==> src/rtl/dds_pkg.sv <==
// dds_pkg: state encodings and switch timing defaults shared by the DDS source switch and the sequencers.
`default_nettype none

package dds_pkg;

  localparam logic [1:0] ST_RUN   = 2'd0;
  localparam logic [1:0] ST_DRAIN = 2'd1;
  localparam logic [1:0] ST_GUARD = 2'd2;

  localparam int DDS_GUARD_CYC = 4;
  localparam int DDS_DRAIN_MAX = 1000;

  typedef enum logic [1:0] {
    S_RUN   = ST_RUN,
    S_DRAIN = ST_DRAIN,
    S_GUARD = ST_GUARD
  } state_t;

endpackage

`default_nettype wire

==> src/rtl/dds_src_switch_if.sv <==
// dds_src_switch_if: sequencer-bank side select/strobe bundle and DDS-side outputs of the source switch.
`default_nettype none

interface dds_src_switch_if #(
  parameter int NUM_SRC = 4,
  parameter int SEL_W   = 2
);

  logic [SEL_W-1:0]   sel_req;
  logic               sel_valid;
  logic [NUM_SRC-1:0] rst_in;
  logic [NUM_SRC-1:0] conf_in;
  logic               dds_rst;
  logic               dds_conf;
  logic [SEL_W-1:0]   sel_cur;
  logic               busy;
  logic               sel_err;
  logic               drain_to;

  modport master (
    output sel_req, sel_valid, rst_in, conf_in,
    input  dds_rst, dds_conf, sel_cur, busy, sel_err, drain_to
  );

  modport slave (
    input  sel_req, sel_valid, rst_in, conf_in,
    output dds_rst, dds_conf, sel_cur, busy, sel_err, drain_to
  );

endinterface

`default_nettype wire

==> src/rtl/dds_src_mux.sv <==
// dds_src_mux: combinational selection of one source's reset/config strobe by index.
`default_nettype none

module dds_src_mux #(
  parameter int NUM_SRC = 4,
  parameter int SEL_W   = 2
) (
  input  logic [SEL_W-1:0]   sel,
  input  logic [NUM_SRC-1:0] rst_in,
  input  logic [NUM_SRC-1:0] conf_in,
  output logic               rst_sel,
  output logic               conf_sel
);

  // Indices at or above NUM_SRC have no source behind them and read as 0.
  always_comb begin
    rst_sel  = 1'b0;
    conf_sel = 1'b0;
    for (int i = 0; i < NUM_SRC; i++) begin
      if (sel == SEL_W'(i)) begin
        rst_sel  = rst_in[i];
        conf_sel = conf_in[i];
      end
    end
  end

endmodule

`default_nettype wire

==> src/rtl/dds_src_switch.sv <==
// dds_src_switch: glitch-safe N-source switch for the DDS reset/config pins (drain, guard gap, hand over).
`default_nettype none

module dds_src_switch
  import dds_pkg::*;
#(
  parameter int NUM_SRC   = 4,
  parameter int SEL_W     = 2,
  parameter int GUARD_CYC = DDS_GUARD_CYC,
  parameter int DRAIN_MAX = DDS_DRAIN_MAX
) (
  input  logic             clk_sys,
  input  logic             rst_n,
  dds_src_switch_if.slave  bus
);

  localparam logic [7:0]  GUARD_LAST = 8'(GUARD_CYC - 1);
  localparam logic [15:0] DRAIN_LAST = 16'(DRAIN_MAX - 1);

  state_t           state;
  logic [SEL_W-1:0] sel_cur;
  logic [SEL_W-1:0] pending;
  logic [7:0]       guard_cnt;
  logic [15:0]      drain_cnt;
  logic             dds_rst;
  logic             dds_conf;
  logic             busy;
  logic             sel_err;
  logic             drain_to;
  logic             mux_rst;
  logic             mux_conf;
  logic             req_ok;

  dds_src_mux #(
    .NUM_SRC (NUM_SRC),
    .SEL_W   (SEL_W)
  ) u_mux (
    .sel      (sel_cur),
    .rst_in   (bus.rst_in),
    .conf_in  (bus.conf_in),
    .rst_sel  (mux_rst),
    .conf_sel (mux_conf)
  );

  assign req_ok = (int'(bus.sel_req) < NUM_SRC);

  always_ff @(posedge clk_sys) begin
    if (!rst_n) begin
      state     <= S_RUN;
      sel_cur   <= '0;
      pending   <= '0;
      guard_cnt <= '0;
      drain_cnt <= '0;
      dds_rst   <= 1'b0;
      dds_conf  <= 1'b0;
      busy      <= 1'b0;
      sel_err   <= 1'b0;
      drain_to  <= 1'b0;
    end else begin
      sel_err  <= 1'b0;
      drain_to <= 1'b0;
      case (state)
        S_RUN: begin
          dds_rst  <= mux_rst;
          dds_conf <= mux_conf;
          if (bus.sel_valid) begin
            if (!req_ok) begin
              sel_err <= 1'b1;
            end else if (bus.sel_req != sel_cur) begin
              pending <= bus.sel_req;
              busy    <= 1'b1;
              // An idle source has no burst to drain; go straight to the gap.
              if (mux_conf) begin
                state     <= S_DRAIN;
                drain_cnt <= '0;
              end else begin
                state     <= S_GUARD;
                guard_cnt <= '0;
              end
            end
          end
        end
        S_DRAIN: begin
          dds_rst  <= mux_rst;
          dds_conf <= mux_conf;
          if (bus.sel_valid) sel_err <= 1'b1;
          if (!mux_conf) begin
            state     <= S_GUARD;
            guard_cnt <= '0;
          end else if (drain_cnt >= DRAIN_LAST) begin
            state     <= S_GUARD;
            guard_cnt <= '0;
            drain_to  <= 1'b1;
          end else if (drain_cnt != '1) begin
            drain_cnt <= drain_cnt + 16'd1;
          end
        end
        S_GUARD: begin
          dds_rst  <= 1'b0;
          dds_conf <= 1'b0;
          if (bus.sel_valid) sel_err <= 1'b1;
          if (guard_cnt >= GUARD_LAST) begin
            sel_cur <= pending;
            busy    <= 1'b0;
            state   <= S_RUN;
          end else if (guard_cnt != '1) begin
            guard_cnt <= guard_cnt + 8'd1;
          end
        end
        default: begin
          state <= S_RUN;
          busy  <= 1'b0;
        end
      endcase
    end
  end

  assign bus.dds_rst  = dds_rst;
  assign bus.dds_conf = dds_conf;
  assign bus.sel_cur  = sel_cur;
  assign bus.busy     = busy;
  assign bus.sel_err  = sel_err;
  assign bus.drain_to = drain_to;

endmodule

`default_nettype wire

==> src/flat_wrapper.sv <==
// flat-port wrapper written by rule: the top's interface ports become plain ports
module dds_src_switch_flat import dds_pkg::*;
#(
  parameter int NUM_SRC   = 4,
  parameter int SEL_W     = 2,
  parameter int GUARD_CYC = DDS_GUARD_CYC,
  parameter int DRAIN_MAX = DDS_DRAIN_MAX
)
  (clk_sys, rst_n, bus_sel_req, bus_sel_valid, bus_rst_in, bus_conf_in, bus_dds_rst, bus_dds_conf, bus_sel_cur, bus_busy, bus_sel_err, bus_drain_to);
  dds_src_switch_if #(.NUM_SRC(NUM_SRC), .SEL_W(SEL_W)) bus_i ();
  input  logic clk_sys;
  input  logic rst_n;
  input wire logic [$bits(bus_i.sel_req)-1:0] bus_sel_req;
  input wire logic [$bits(bus_i.sel_valid)-1:0] bus_sel_valid;
  input wire logic [$bits(bus_i.rst_in)-1:0] bus_rst_in;
  input wire logic [$bits(bus_i.conf_in)-1:0] bus_conf_in;
  output wire logic [$bits(bus_i.dds_rst)-1:0] bus_dds_rst;
  output wire logic [$bits(bus_i.dds_conf)-1:0] bus_dds_conf;
  output wire logic [$bits(bus_i.sel_cur)-1:0] bus_sel_cur;
  output wire logic [$bits(bus_i.busy)-1:0] bus_busy;
  output wire logic [$bits(bus_i.sel_err)-1:0] bus_sel_err;
  output wire logic [$bits(bus_i.drain_to)-1:0] bus_drain_to;
  assign bus_i.sel_req = bus_sel_req;
  assign bus_i.sel_valid = bus_sel_valid;
  assign bus_i.rst_in = bus_rst_in;
  assign bus_i.conf_in = bus_conf_in;
  assign bus_dds_rst = bus_i.dds_rst;
  assign bus_dds_conf = bus_i.dds_conf;
  assign bus_sel_cur = bus_i.sel_cur;
  assign bus_busy = bus_i.busy;
  assign bus_sel_err = bus_i.sel_err;
  assign bus_drain_to = bus_i.drain_to;
  dds_src_switch #(.NUM_SRC(NUM_SRC), .SEL_W(SEL_W), .GUARD_CYC(GUARD_CYC), .DRAIN_MAX(DRAIN_MAX)) u_core (.clk_sys(clk_sys), .rst_n(rst_n), .bus(bus_i));
endmodule
==> config.mk <==
export PLATFORM = sky130hd
export DESIGN_NAME = dds_src_switch_flat
export DESIGN_NICKNAME = d
export VERILOG_FILES = /design/src/rtl/dds_pkg.sv /design/src/rtl/dds_src_switch_if.sv /design/src/rtl/dds_src_mux.sv /design/src/rtl/dds_src_switch.sv /design/src/flat_wrapper.sv
export SDC_FILE = /design/constraint.sdc
export NUM_CORES = 1
export LEC_CHECK = 0
export CAP_MARGIN = 20
export CORE_ASPECT_RATIO = 0.7
export CORE_MARGIN = 2
export CORE_UTILIZATION = 35
export CTS_BUF_LIST = sky130_fd_sc_hd__clkbuf_16
export DETAILED_ROUTE_END_ITERATION = 16
export HOLD_SLACK_MARGIN = 0.08
export PLACE_DENSITY = 0.63
export RECOVER_POWER = 50
export SKIP_LAST_GASP = 1
export SYNTH_ARGS = -nofsm -noshare
export SYNTH_HDL_FRONTEND = slang
export SYNTH_SLANG_ARGS = --single-unit
==> constraint.sdc <==
create_clock -name clk_sys -period 2.4 [get_ports clk_sys]
set_input_delay 0.36 -clock clk_sys [delete_from_list [all_inputs] [get_ports clk_sys]]
set_output_delay 0.36 -clock clk_sys [all_outputs]
set_load 0.005 [all_outputs]
==> results of run 1 <==
==> critical path, delay by kind of cell (launching register included) <==
kind | cells | cell delay, ps
AOI/OAI and AO/OA | 2 | 780
and+or+nand+nor | 2 | 440
adders and majority gates | 1 | 380
DFF | 1 | 350
buffers and inverters | 1 | 90
==> power breakdown <==
part / leakage (nW) / total (mW) / switching [mW] / internal, mW
sequential: 0.283 / 0.650 / 0.0292 / 0.621
clock: 0.0733 / 0.612 / 0.234 / 0.378
combinational: 0.573 / 0.599 / 0.346 / 0.253
==> layout make-up <==
| type | count | area (um2) | share of cell area |
|---|---|---|---|
| repair buffers | 30 | 265.3 | 0.1178 |
| clock buffers | 5 | 125.1 | 0.05559 |
| flip-flops and latches | 35 | 700.7 | 0.3113 |
| multi-input cells | 144 | 1036 | 0.4603 |
| inverters | 6 | 22.52 | 0.01001 |
| well taps | 69 | 86.33 | 0.03835 |
| clock inverters | 3 | 15.01 | 0.006670 |
==> routing by layer <==
metal  global-route usage  up-vias  share of wire
met5                    0        -              0
li1                     -      787              -
met4              0.06157        0          0.011
met2               0.2013       34           0.39
met3              0.04651        6          0.052
met1               0.2411      692           0.55
==> through the flow <==
stage               std cells  power, mW
floorplan                 191      1.073
global placement          284      1.259
detailed placement        284      1.265
CTS                       292      1.885
global route              292      1.982
finish                    292      1.861
==> kinds of logic (layout without fill, tap and decap cells) <==
kind of cell               count (synthesis)  after routing  synth area share
and+or+nand+nor                           82             82            0.2483
AOI/OAI and AO/OA                         48             48            0.2358
DFF                                       35             35            0.3894
buffers and inverters                     12             44           0.02781
adders and majority gates                  6              6           0.04172
muxes                                      6              6           0.04729
xor gates and xnor gates                   2              2          0.009738
==> path summary, 6_finish.rpt <==
kind	cells past startpoint	to	startpoint
setup / recovery	6	u_core.drain_cnt[8]$_SDFFE_PN0P_	u_core.state[1]$_SDFFE_PN0P_
hold / removal	1	u_core.guard_cnt[7]$_SDFFE_PN0P_	u_core.guard_cnt[7]$_SDFFE_PN0P_
setup reg to reg	6	u_core.drain_cnt[8]$_SDFFE_PN0P_	u_core.state[1]$_SDFFE_PN0P_
hold reg to reg	1	u_core.guard_cnt[7]$_SDFFE_PN0P_	u_core.guard_cnt[7]$_SDFFE_PN0P_
==> flip-flops by register name, indices dropped and copies added, names as in the netlist <==
signal,count
u_core.drain_cnt,16
u_core.guard_cnt,8
u_core.bus.sel_cur,2
u_core.pending,2
u_core.state,2
u_core.bus.busy,1
u_core.bus.dds_conf,1
u_core.bus.dds_rst,1
u_core.bus.drain_to,1
u_core.bus.sel_err,1
==> layout by cell type (no fill, tap or decap), types with 2 or more instances in the layout <==
cell	n
xor2_1	2
mux4_2	2
a31oi_1	7
nand3_1	6
o21ai_1	3
nor2_1	22
a41oi_1	3
buf_4	9
o21ai_0	4
ha_1	6
a22oi_1	2
and2_1	6
dlygate4sd3_1	7
clkbuf_16	5
clkdlybuf4s50_1	12
dfxtp_1	35
a21boi_1	2
o21a_1	2
nor4_1	2
inv_1	6
clkbuf_1	2
nand2_1	15
clkinv_2	3
mux2i_1	4
nand4_1	7
a21oi_1	5
a22o_1	3
and3_1	14
==> results.json, run 1 <==
{
  "status": "completed",
  "period_minus_slack_ps": 2149,
  "clockBufferDepth": 2,
  "fin_area_um2": 2251,
  "core_area_um2": 4861,
  "ys_seq_elements": 35,
  "num_antenna_cells": 0,
  "cp_slowest_stage_delay_ps": 520,
  "postCtsSetupRepairBufs": 0,
  "drtPass1Iterations": 4,
  "whs_ps": 460.0,
  "area_growth_pct": 25.10,
  "max_slew_margin": 0.5657,
  "max-vdd-ir-drop_mv": 0.4784,
  "pin_count": 20,
  "drc": 0,
  "num_rows": 21,
  "grt_pass1_vias": 1417,
  "max_freq_mhz": 465.4,
  "insertion_delay_ps": 280,
  "synth_nets": 210,
  "rsz0062_at_grt": "false",
  "fin_util": 0.4631,
  "antenna_found_initial": 0,
  "grt_remaining_overflow": 0,
  "tritoncts": "built",
  "ant_nets": 0,
  "cts_hold_buf": 0,
  "yosys.area.top_type": "dfxtp_1",
  "drt-total-wl_mm": 4.055,
  "synth_edf_count": 0,
  "r2r_slack_ps": 250,
  "hold_viol": 0,
  "grt_pass1_wl_mm": 6.872,
  "fin_nets": 241,
  "cts_inserted_buffers": 5,
  "pre_cts_ws_ps": 97.72,
  "ys.flop_type": "dfxtp_1",
  "drv_cap": 0,
  "synth.most_common_cell": "dfxtp_1",
  "synth-async-reset-ratio": 0,
  "synthCells": 191,
  "synthTopCellsByArea": "dfxtp_1, and3_1, nor2_1",
  "hpwl_mm": 2.995,
  "critPathSlowestCell": "a221oi_4",
  "yosysWarnings": 0,
  "max_slew.worst_pin.slew_ps": 647.5,
  "crit_arrival_ps": 2320,
  "initial_core_util": 0.3701,
  "slew_viol_final": 0,
  "synth_top_area_frac": 0.3894,
  "placed_area_um2": 2131,
  "end_kind": "flip-flop",
  "synth_common_cells": "dfxtp_1, nor2_1, nand2_1",
  "fin_crit_sh": 0.8952,
  "synth.distinct_cells": 52,
  "synth.avg_cell_area_um2": 9.420,
  "finalSetupViolCount": 0,
  "nFillCells": 476,
  "via_per_inst": 5.202,
  "grt_start_max_net_pins": 16,
  "cp.required_ps": 2570,
  "numPortBuffers": 19,
  "seq_area_frac_synth": 0.3894,
  "drtIter0Drc": 158,
  "worst_clock_skew_ps": 4.682,
  "setup_ws_ps": 251.5,
  "grt_usage": 0.1574,
  "netlist_area_um2": 1799,
  "cts_sinks": 35,
  "cts_root_buffer": "clkbuf_16",
  "fp.dieH_um": 63.99,
  "htreeDepth": 2,
  "path_cells": "inv_1 -> ha_1 -> nand3_2 -> a221oi_4 -> nand2_1 -> o221a_2",
  "place.gp.congestion": 0.8427,
  "crit_fanout": 9,
  "chipWidth_um": 89.70,
  "leakagePower_nw": 0.9298,
  "cp-start-kind": "flip-flop",
  "dieArea_um2": 5739,
  "power.density_nw_per_um2": 826.9,
  "setup_tns_ps": 0,
  "worstSetupPathType": "reg2reg",
  "post_drt_wl_per_cell_um": 13.89,
  "clk_transition_reported_paths_ps": 60,
  "vias": 1519,
  "drive_above_1_share": 0.1345,
  "cts_resized": 0,
  "holdCritPathClass": "reg2reg"
}
(Power assumes the default switching activity.)
==> inputs of run 2 (changes only) <==
--- a/config.mk
+++ b/config.mk
@@ -15,6 +15,7 @@
 export PLACE_DENSITY = 0.63
 export RECOVER_POWER = 50
 export SKIP_LAST_GASP = 1
+export SLEW_MARGIN = 5
 export SYNTH_ARGS = -nofsm -noshare
 export SYNTH_HDL_FRONTEND = slang
 export SYNTH_SLANG_ARGS = --single-unit
==> results of run 2 <==
Final layout, timing and power as in run 1 (identical DEF).
==> inputs of run 3 (changes only) <==
--- a/config.mk
+++ b/config.mk
@@ -10,6 +10,7 @@
 export CORE_MARGIN = 2
 export CORE_UTILIZATION = 35
 export CTS_BUF_LIST = sky130_fd_sc_hd__clkbuf_16
+export CTS_CLUSTER_SIZE = 24
 export DETAILED_ROUTE_END_ITERATION = 16
 export HOLD_SLACK_MARGIN = 0.08
 export PLACE_DENSITY = 0.63
==> results of run 3 <==
Final layout, timing and power as in run 1 (identical DEF).
